File: config.mk
export PLATFORM = sky130hd
export DESIGN_NAME = pci_bus_arbiter_flat
export DESIGN_NICKNAME = d
export VERILOG_FILES = /design/src/rtl/pci_bus_arbiter_if.sv /design/src/rtl/pci_bus_arbiter.sv /design/src/flat_wrapper.sv
export SDC_FILE = /design/constraint.sdc
export NUM_CORES = 1
export LEC_CHECK = 0
export CAP_MARGIN = 15
export CORE_MARGIN = 3
export CORE_UTILIZATION = 50
export DETAILED_ROUTE_END_ITERATION = 12
export HOLD_SLACK_MARGIN = 0.1
export PLACE_DENSITY = 0.85
export SLEW_MARGIN = 20
export SYNTH_ARGS = -nofsm -noshare
export SYNTH_HDL_FRONTEND = slang
export SYNTH_SLANG_ARGS = --single-unit
File: constraint.sdc
create_clock -name clk -period 6.79 [get_ports clk]
set_input_delay 1.6975 -clock clk [delete_from_list [all_inputs] [get_ports clk]]
set_output_delay 1.6975 -clock clk [all_outputs]
set_load 0.005 [all_outputs]
File: src/rtl/pci_bus_arbiter_if.sv
// Shared frame/irdy bus bundle between the arbiter/sequencer and the requesters/target.
interface pci_bus_arbiter_if #(
    parameter int unsigned NUM_REQ = 4,
    parameter int unsigned LEN_W   = 4
);
    logic [NUM_REQ-1:0]       req;
    logic [NUM_REQ*LEN_W-1:0] req_len;
    logic                     trdy;
    logic [NUM_REQ-1:0]       gnt;
    logic                     frame;
    logic                     irdy;
    logic [1:0]               bus_state;
    logic                     done;
    logic                     err;

    modport master (
        input  req, req_len, trdy,
        output gnt, frame, irdy, bus_state, done, err
    );

    modport slave (
        output req, req_len, trdy,
        input  gnt, frame, irdy, bus_state, done, err
    );
endinterface

File: src/rtl/pci_bus_arbiter.sv
// Round-robin arbiter plus frame/irdy burst sequencer with per-beat trdy timeout.
module pci_bus_arbiter #(
    parameter int unsigned NUM_REQ  = 4,
    parameter int unsigned LEN_W    = 4,
    parameter int unsigned MAX_WAIT = 16
) (
    input  logic                clk,
    input  logic                rst_n,
    pci_bus_arbiter_if.master   bus
);
    localparam int unsigned PTR_W  = (NUM_REQ > 1) ? $clog2(NUM_REQ) : 1;
    localparam int unsigned WAIT_W = $clog2(MAX_WAIT + 1);
    localparam logic [1:0]  BUS_IDLE = 2'b01;
    localparam logic [1:0]  BUS_BUSY = 2'b10;

    typedef enum logic [1:0] {S_IDLE, S_ADDR, S_DATA, S_TURN} state_t;

    state_t              r_state;
    logic [PTR_W-1:0]    r_ptr;
    logic [LEN_W-1:0]    r_remain;
    logic [WAIT_W-1:0]   r_wait;
    logic [NUM_REQ-1:0]  r_gnt;
    logic                r_frame;
    logic                r_irdy;
    logic [1:0]          r_bus_state;
    logic                r_done;
    logic                r_err;

    logic                w_any;
    logic [PTR_W-1:0]    w_cand;
    logic [PTR_W-1:0]    w_win;
    logic [PTR_W-1:0]    w_ptr_nxt;
    logic [LEN_W-1:0]    w_len;
    logic [LEN_W-1:0]    w_len_eff;

    function automatic logic [PTR_W-1:0] wrap_idx(input logic [PTR_W-1:0] base,
                                                  input int unsigned off);
        int unsigned sum;
        sum = 32'(base) + off;
        if (sum >= NUM_REQ) sum = sum - NUM_REQ;
        return PTR_W'(sum);
    endfunction

    // Scan from the farthest offset down so the nearest request at/after r_ptr wins.
    always_comb begin
        w_any  = |bus.req;
        w_win  = '0;
        w_cand = '0;
        w_len  = '0;
        for (int unsigned k = 0; k < NUM_REQ; k++) begin
            w_cand = wrap_idx(r_ptr, NUM_REQ - 1 - k);
            if (bus.req[w_cand]) w_win = w_cand;
        end
        for (int unsigned k = 0; k < NUM_REQ; k++) begin
            if (PTR_W'(k) == w_win) w_len = bus.req_len[k*LEN_W +: LEN_W];
        end
        w_len_eff = (w_len == '0) ? LEN_W'(1) : w_len;
        w_ptr_nxt = (w_win == PTR_W'(NUM_REQ - 1)) ? '0 : w_win + PTR_W'(1);
    end

    always_ff @(posedge clk) begin
        if (!rst_n) begin
            r_state     <= S_IDLE;
            r_ptr       <= '0;
            r_remain    <= '0;
            r_wait      <= '0;
            r_gnt       <= '0;
            r_frame     <= 1'b0;
            r_irdy      <= 1'b0;
            r_bus_state <= BUS_IDLE;
            r_done      <= 1'b0;
            r_err       <= 1'b0;
        end else begin
            r_done <= 1'b0;
            r_err  <= 1'b0;
            case (r_state)
                S_IDLE: begin
                    if (w_any) begin
                        r_state     <= S_ADDR;
                        r_gnt       <= NUM_REQ'(1) << w_win;
                        r_ptr       <= w_ptr_nxt;
                        r_remain    <= w_len_eff;
                        r_wait      <= '0;
                        r_frame     <= 1'b1;
                        r_irdy      <= 1'b0;
                        r_bus_state <= BUS_BUSY;
                    end
                end
                S_ADDR: begin
                    r_state <= S_DATA;
                    r_irdy  <= 1'b1;
                    r_frame <= (r_remain > LEN_W'(1));
                end
                S_DATA: begin
                    if (bus.trdy) begin
                        r_wait   <= '0;
                        r_remain <= r_remain - LEN_W'(1);
                        if (r_remain == LEN_W'(1)) begin
                            r_state <= S_TURN;
                            r_frame <= 1'b0;
                            r_irdy  <= 1'b0;
                            r_gnt   <= '0;
                            r_done  <= 1'b1;
                        end else begin
                            r_frame <= (r_remain > LEN_W'(2));
                        end
                    end else if (r_wait == WAIT_W'(MAX_WAIT - 1)) begin
                        // This stalled cycle is the MAX_WAIT-th in a row: abort.
                        r_state <= S_TURN;
                        r_frame <= 1'b0;
                        r_irdy  <= 1'b0;
                        r_gnt   <= '0;
                        r_err   <= 1'b1;
                    end else begin
                        r_wait <= r_wait + WAIT_W'(1);
                    end
                end
                S_TURN: begin
                    r_state     <= S_IDLE;
                    r_bus_state <= BUS_IDLE;
                end
                default: r_state <= S_IDLE;
            endcase
        end
    end

    assign bus.gnt       = r_gnt;
    assign bus.frame     = r_frame;
    assign bus.irdy      = r_irdy;
    assign bus.bus_state = r_bus_state;
    assign bus.done      = r_done;
    assign bus.err       = r_err;
endmodule

File: src/flat_wrapper.sv
// flat-port wrapper written by rule: the top's interface ports become plain ports
module pci_bus_arbiter_flat 
#(
    parameter int unsigned NUM_REQ  = 4,
    parameter int unsigned LEN_W    = 4,
    parameter int unsigned MAX_WAIT = 16
)
  (clk, rst_n, bus_req, bus_req_len, bus_trdy, bus_gnt, bus_frame, bus_irdy, bus_bus_state, bus_done, bus_err);
  pci_bus_arbiter_if #(.NUM_REQ(NUM_REQ), .LEN_W(LEN_W)) bus_i ();
  input  logic clk;
  input  logic rst_n;
  input wire logic [$bits(bus_i.req)-1:0] bus_req;
  input wire logic [$bits(bus_i.req_len)-1:0] bus_req_len;
  input wire logic [$bits(bus_i.trdy)-1:0] bus_trdy;
  output wire logic [$bits(bus_i.gnt)-1:0] bus_gnt;
  output wire logic [$bits(bus_i.frame)-1:0] bus_frame;
  output wire logic [$bits(bus_i.irdy)-1:0] bus_irdy;
  output wire logic [$bits(bus_i.bus_state)-1:0] bus_bus_state;
  output wire logic [$bits(bus_i.done)-1:0] bus_done;
  output wire logic [$bits(bus_i.err)-1:0] bus_err;
  assign bus_i.req = bus_req;
  assign bus_i.req_len = bus_req_len;
  assign bus_i.trdy = bus_trdy;
  assign bus_gnt = bus_i.gnt;
  assign bus_frame = bus_i.frame;
  assign bus_irdy = bus_i.irdy;
  assign bus_bus_state = bus_i.bus_state;
  assign bus_done = bus_i.done;
  assign bus_err = bus_i.err;
  pci_bus_arbiter #(.NUM_REQ(NUM_REQ), .LEN_W(LEN_W), .MAX_WAIT(MAX_WAIT)) u_core (.clk(clk), .rst_n(rst_n), .bus(bus_i));
endmodule
==> impl_metrics.env <==
export IMPL_finalSetupViolations=0
export IMPL_rsz0062_at_grt="no"
export IMPL_postCtsHoldBufs=0
export IMPL_startpoint_type="input pin"
export IMPL_vias_per_cell=6.15
export IMPL_maxCapViolations=0
export IMPL_power_switching_uw=273
export IMPL_synth_edf_count=0
export IMPL_io_buffers=32
export IMPL_leakage_uw=0.000695
export IMPL_cts_tree="yes"
export IMPL_area_growth_pct=22.1
export IMPL_fp_dieH_um=60.9
export IMPL_powerDensity_nw_per_um2=357
export IMPL_htreeDepth=1
export IMPL_drt_pass1_iter_count=4
export IMPL_path_class="in2reg"
export IMPL_postCtsSetupRepairBufs=0
export IMPL_crit_required_ns=7.03
export IMPL_highest_layer="met4"
export IMPL_grt_ovfl_total=0
export IMPL_fin_crit_ns=4.01
export IMPL_drc=0
export IMPL_hp_class="reg2reg"
export IMPL_vias=1426
export IMPL_r2r_cells=9
export IMPL_route_met2_wl_um=1810
export IMPL_clockBufferDepth=2
export IMPL_synthFlopType="dfxtp_1"
export IMPL_ys_warn_count=0
export IMPL_pwr_share_comb_pct=59.0
export IMPL_worst_pin_slew_ns=0.728
export IMPL_p_clk_share_pct=9.6
export IMPL_period_share_pct=59.1
export IMPL_clk_pin_slew_ns=0.13
export IMPL_cts_root_buffer="clkbuf_4"
export IMPL_drive_gt1_share_pct=6.97
export IMPL_chipWidth_um=60.9
export IMPL_numCtsBuffers=3
export IMPL_place_hpwl_um=2760
export IMPL_intPower_uw=384
export IMPL_initial_core_util_pct=53.7
export IMPL_fp_row_count=19
export IMPL_first_global_vias=1381
export IMPL_min_path_cells=2
export IMPL_holdWs_ns=0.490
export IMPL_clkLatencyLatePin_ns=0.31
export IMPL_grtUsageTotal_pct=20.9
export IMPL_ios=33
export IMPL_wl_met1_um=1570
export IMPL_avgSynthCellArea_um2=8.66
export IMPL_synth_async_reset_ratio_pct=0
export IMPL_netlist_area_um2=1510
export IMPL_crit_path_end_kind="register"
export IMPL_drt_initial_drc_count=74
export IMPL_antenna_cells=0
export IMPL_hold_viol_final=0
export IMPL_crit_arrival_ns=4.25
export IMPL_synth_seq_cells=23
export IMPL_core_region_area_um2=2810
export IMPL_routedWlPerCell_um=15.7
export IMPL_finalSetupTns_ns=0
export IMPL_slew_violations=0
export IMPL_relSlewSlack_pct=51.5
export IMPL_max_freq_mhz=249
export IMPL_run_status="finished, final reports clean"
export IMPL_ys_seq_area_share_pct=30.6
export IMPL_grt_pass1_wl_um=5950
export IMPL_drtAntennaViolNets=0
export IMPL_die_area_um2=3710
export IMPL_wirelength_um=3650
export IMPL_synth_nets=210
export IMPL_grt_antenna_before_repair=0
export IMPL_clock_skew_ns=0.00990
export IMPL_routabilityCongestion=0.837
export IMPL_final_core_util_pct=65.6
export IMPL_wl_met3_um=207
export IMPL_dp_worst_setup_slack_ns=2.49
export IMPL_sequentialPowerShare_pct=31.4
export IMPL_grt_max_degree=23
export IMPL_crit_fanout=10
export IMPL_syn_instance_count=174
export IMPL_setup_slack_ns=2.78
export IMPL_dp_cells=228
export IMPL_swShare_pct=41.5
export IMPL_cts_sinks=23
export IMPL_final_cell_count_no_fill=232
export IMPL_cts_resized=0
export IMPL_vdd_drop_max_mv=0.208
export IMPL_netlist_cell_type_count=46
export IMPL_layout_nets=238
critical path, stage by stage:
cell and delay [ns]:
clkdlybuf4s50_1 0.72, a21oi_1 0.07, nor3_1 0.37, inv_1 0.13, ha_1 0.31, nor2b_1 0.18
a2111oi_0 0.42, nor3_1 0.12, a221oi_2 0.24
state kept, by name, summed over array words and instances, names as in the netlist:
name / cells
u_core.bus.bus_state: 2
u_core.bus.done: 1
u_core.bus.err: 1
u_core.bus.frame: 1
u_core.bus.gnt: 4
u_core.bus.irdy: 1
u_core.r_ptr: 2
u_core.r_remain: 4
u_core.r_state: 2
u_core.r_wait: 5
power groups by stage:
stage                     logic [µW]  registers (µW)  clock network (µW)
final                            388             206                63.0
after global routing             426             212                69.4
after CTS                        386             206                65.2
after detailed placement         384             209                   0
after global placement           369             206                   0
after floorplan                  287             202                   0
layer usage:
layer  GRT usage (%)  up-vias
li1                -      702
met2            37.1       47
met3            3.62        6
met5               0        -
met4            8.05        0
met1            25.1      671
layout make-up:
class | instances | area [µm²]
inverters | 13 | 48.8
multi-input cells | 129 | 945
fillers | 242 | 966
flip-flops and latches | 23 | 460
well taps | 31 | 38.8
repair buffers | 32 | 320
clock buffers | 4 | 26.3
cells in the final DEF (no fill, tap or decap), types with 2 or more instances in the layout:
cell	synthesis	layout
a211o_1	2	2
a211oi_1	3	3
a21oi_1	21	21
a221o_1	2	2
a32oi_1	2	2
clkbuf_4	0	3
clkdlybuf4s50_1	0	32
dfxtp_1	23	23
ha_1	13	13
inv_1	13	13
mux2i_1	2	2
nand2_1	11	11
nand2b_1	3	3
nand3_1	2	2
nand3b_1	6	6
nand4_1	2	2
nor2_1	7	7
nor2b_1	3	3
nor3_1	2	2
nor3b_1	4	4
nor4_1	2	2
o211a_1	2	2
o21ai_0	10	10
o22a_1	2	2
o311ai_0	2	2
or2_2	2	2
or3_1	3	3
or3b_2	4	4
logic make-up (layout without fill, tap and decap cells):
group                      after synthesis  in the layout  synth area share, %
adders and majority gates               13             13                 10.8
muxes                                    2              2                 1.33
and+or+nand+nor                         54             54                 20.9
buffers and inverters                   22             49                 6.73
DFF                                     23             23                 30.6
AOI/OAI and AO/OA                       60             60                 29.7
synthesized netlist by cell type, types with 3 or more instances:
cell | number | area share, %
dfxtp_1 | 23 | 31
a21oi_1 | 21 | 7.0
ha_1 | 13 | 11
inv_1 | 13 | 3.2
nand2_1 | 11 | 2.7
o21ai_0 | 10 | 3.3
nor2_1 | 7 | 1.7
nand3b_1 | 6 | 3.0
clkbuf_1 | 4 | 1.0
nor3b_1 | 4 | 2.0
or3b_2 | 4 | 2.3
a211oi_1 | 3 | 1.5
buf_2 | 3 | 1.0
nand2b_1 | 3 | 1.2
nor2b_1 | 3 | 1.2
or3_1 | 3 | 1.2
through the flow:
stage	cell area [µm²]	total power (µW)
finish	1840	657
detailed placement	1810	593
floorplan	1510	489
global route	1840	707
CTS	1840	657
global placement	1810	574
path summary, 6_finish.rpt:
| path | endpoint | startpoint | slack, ns |
|---|---|---|---|
| max | u_core.r_remain[0] | bus_req[1] | 2.78 |
| min | u_core.bus.gnt[2] | u_core.bus.gnt[2] | 0.49 |
| max reg2reg | u_core.r_remain[0] | u_core.r_ptr[1] | 4.23 |
| min reg2reg | u_core.bus.gnt[2] | u_core.bus.gnt[2] | 0.49 |
(Power assumes the default switching activity.)
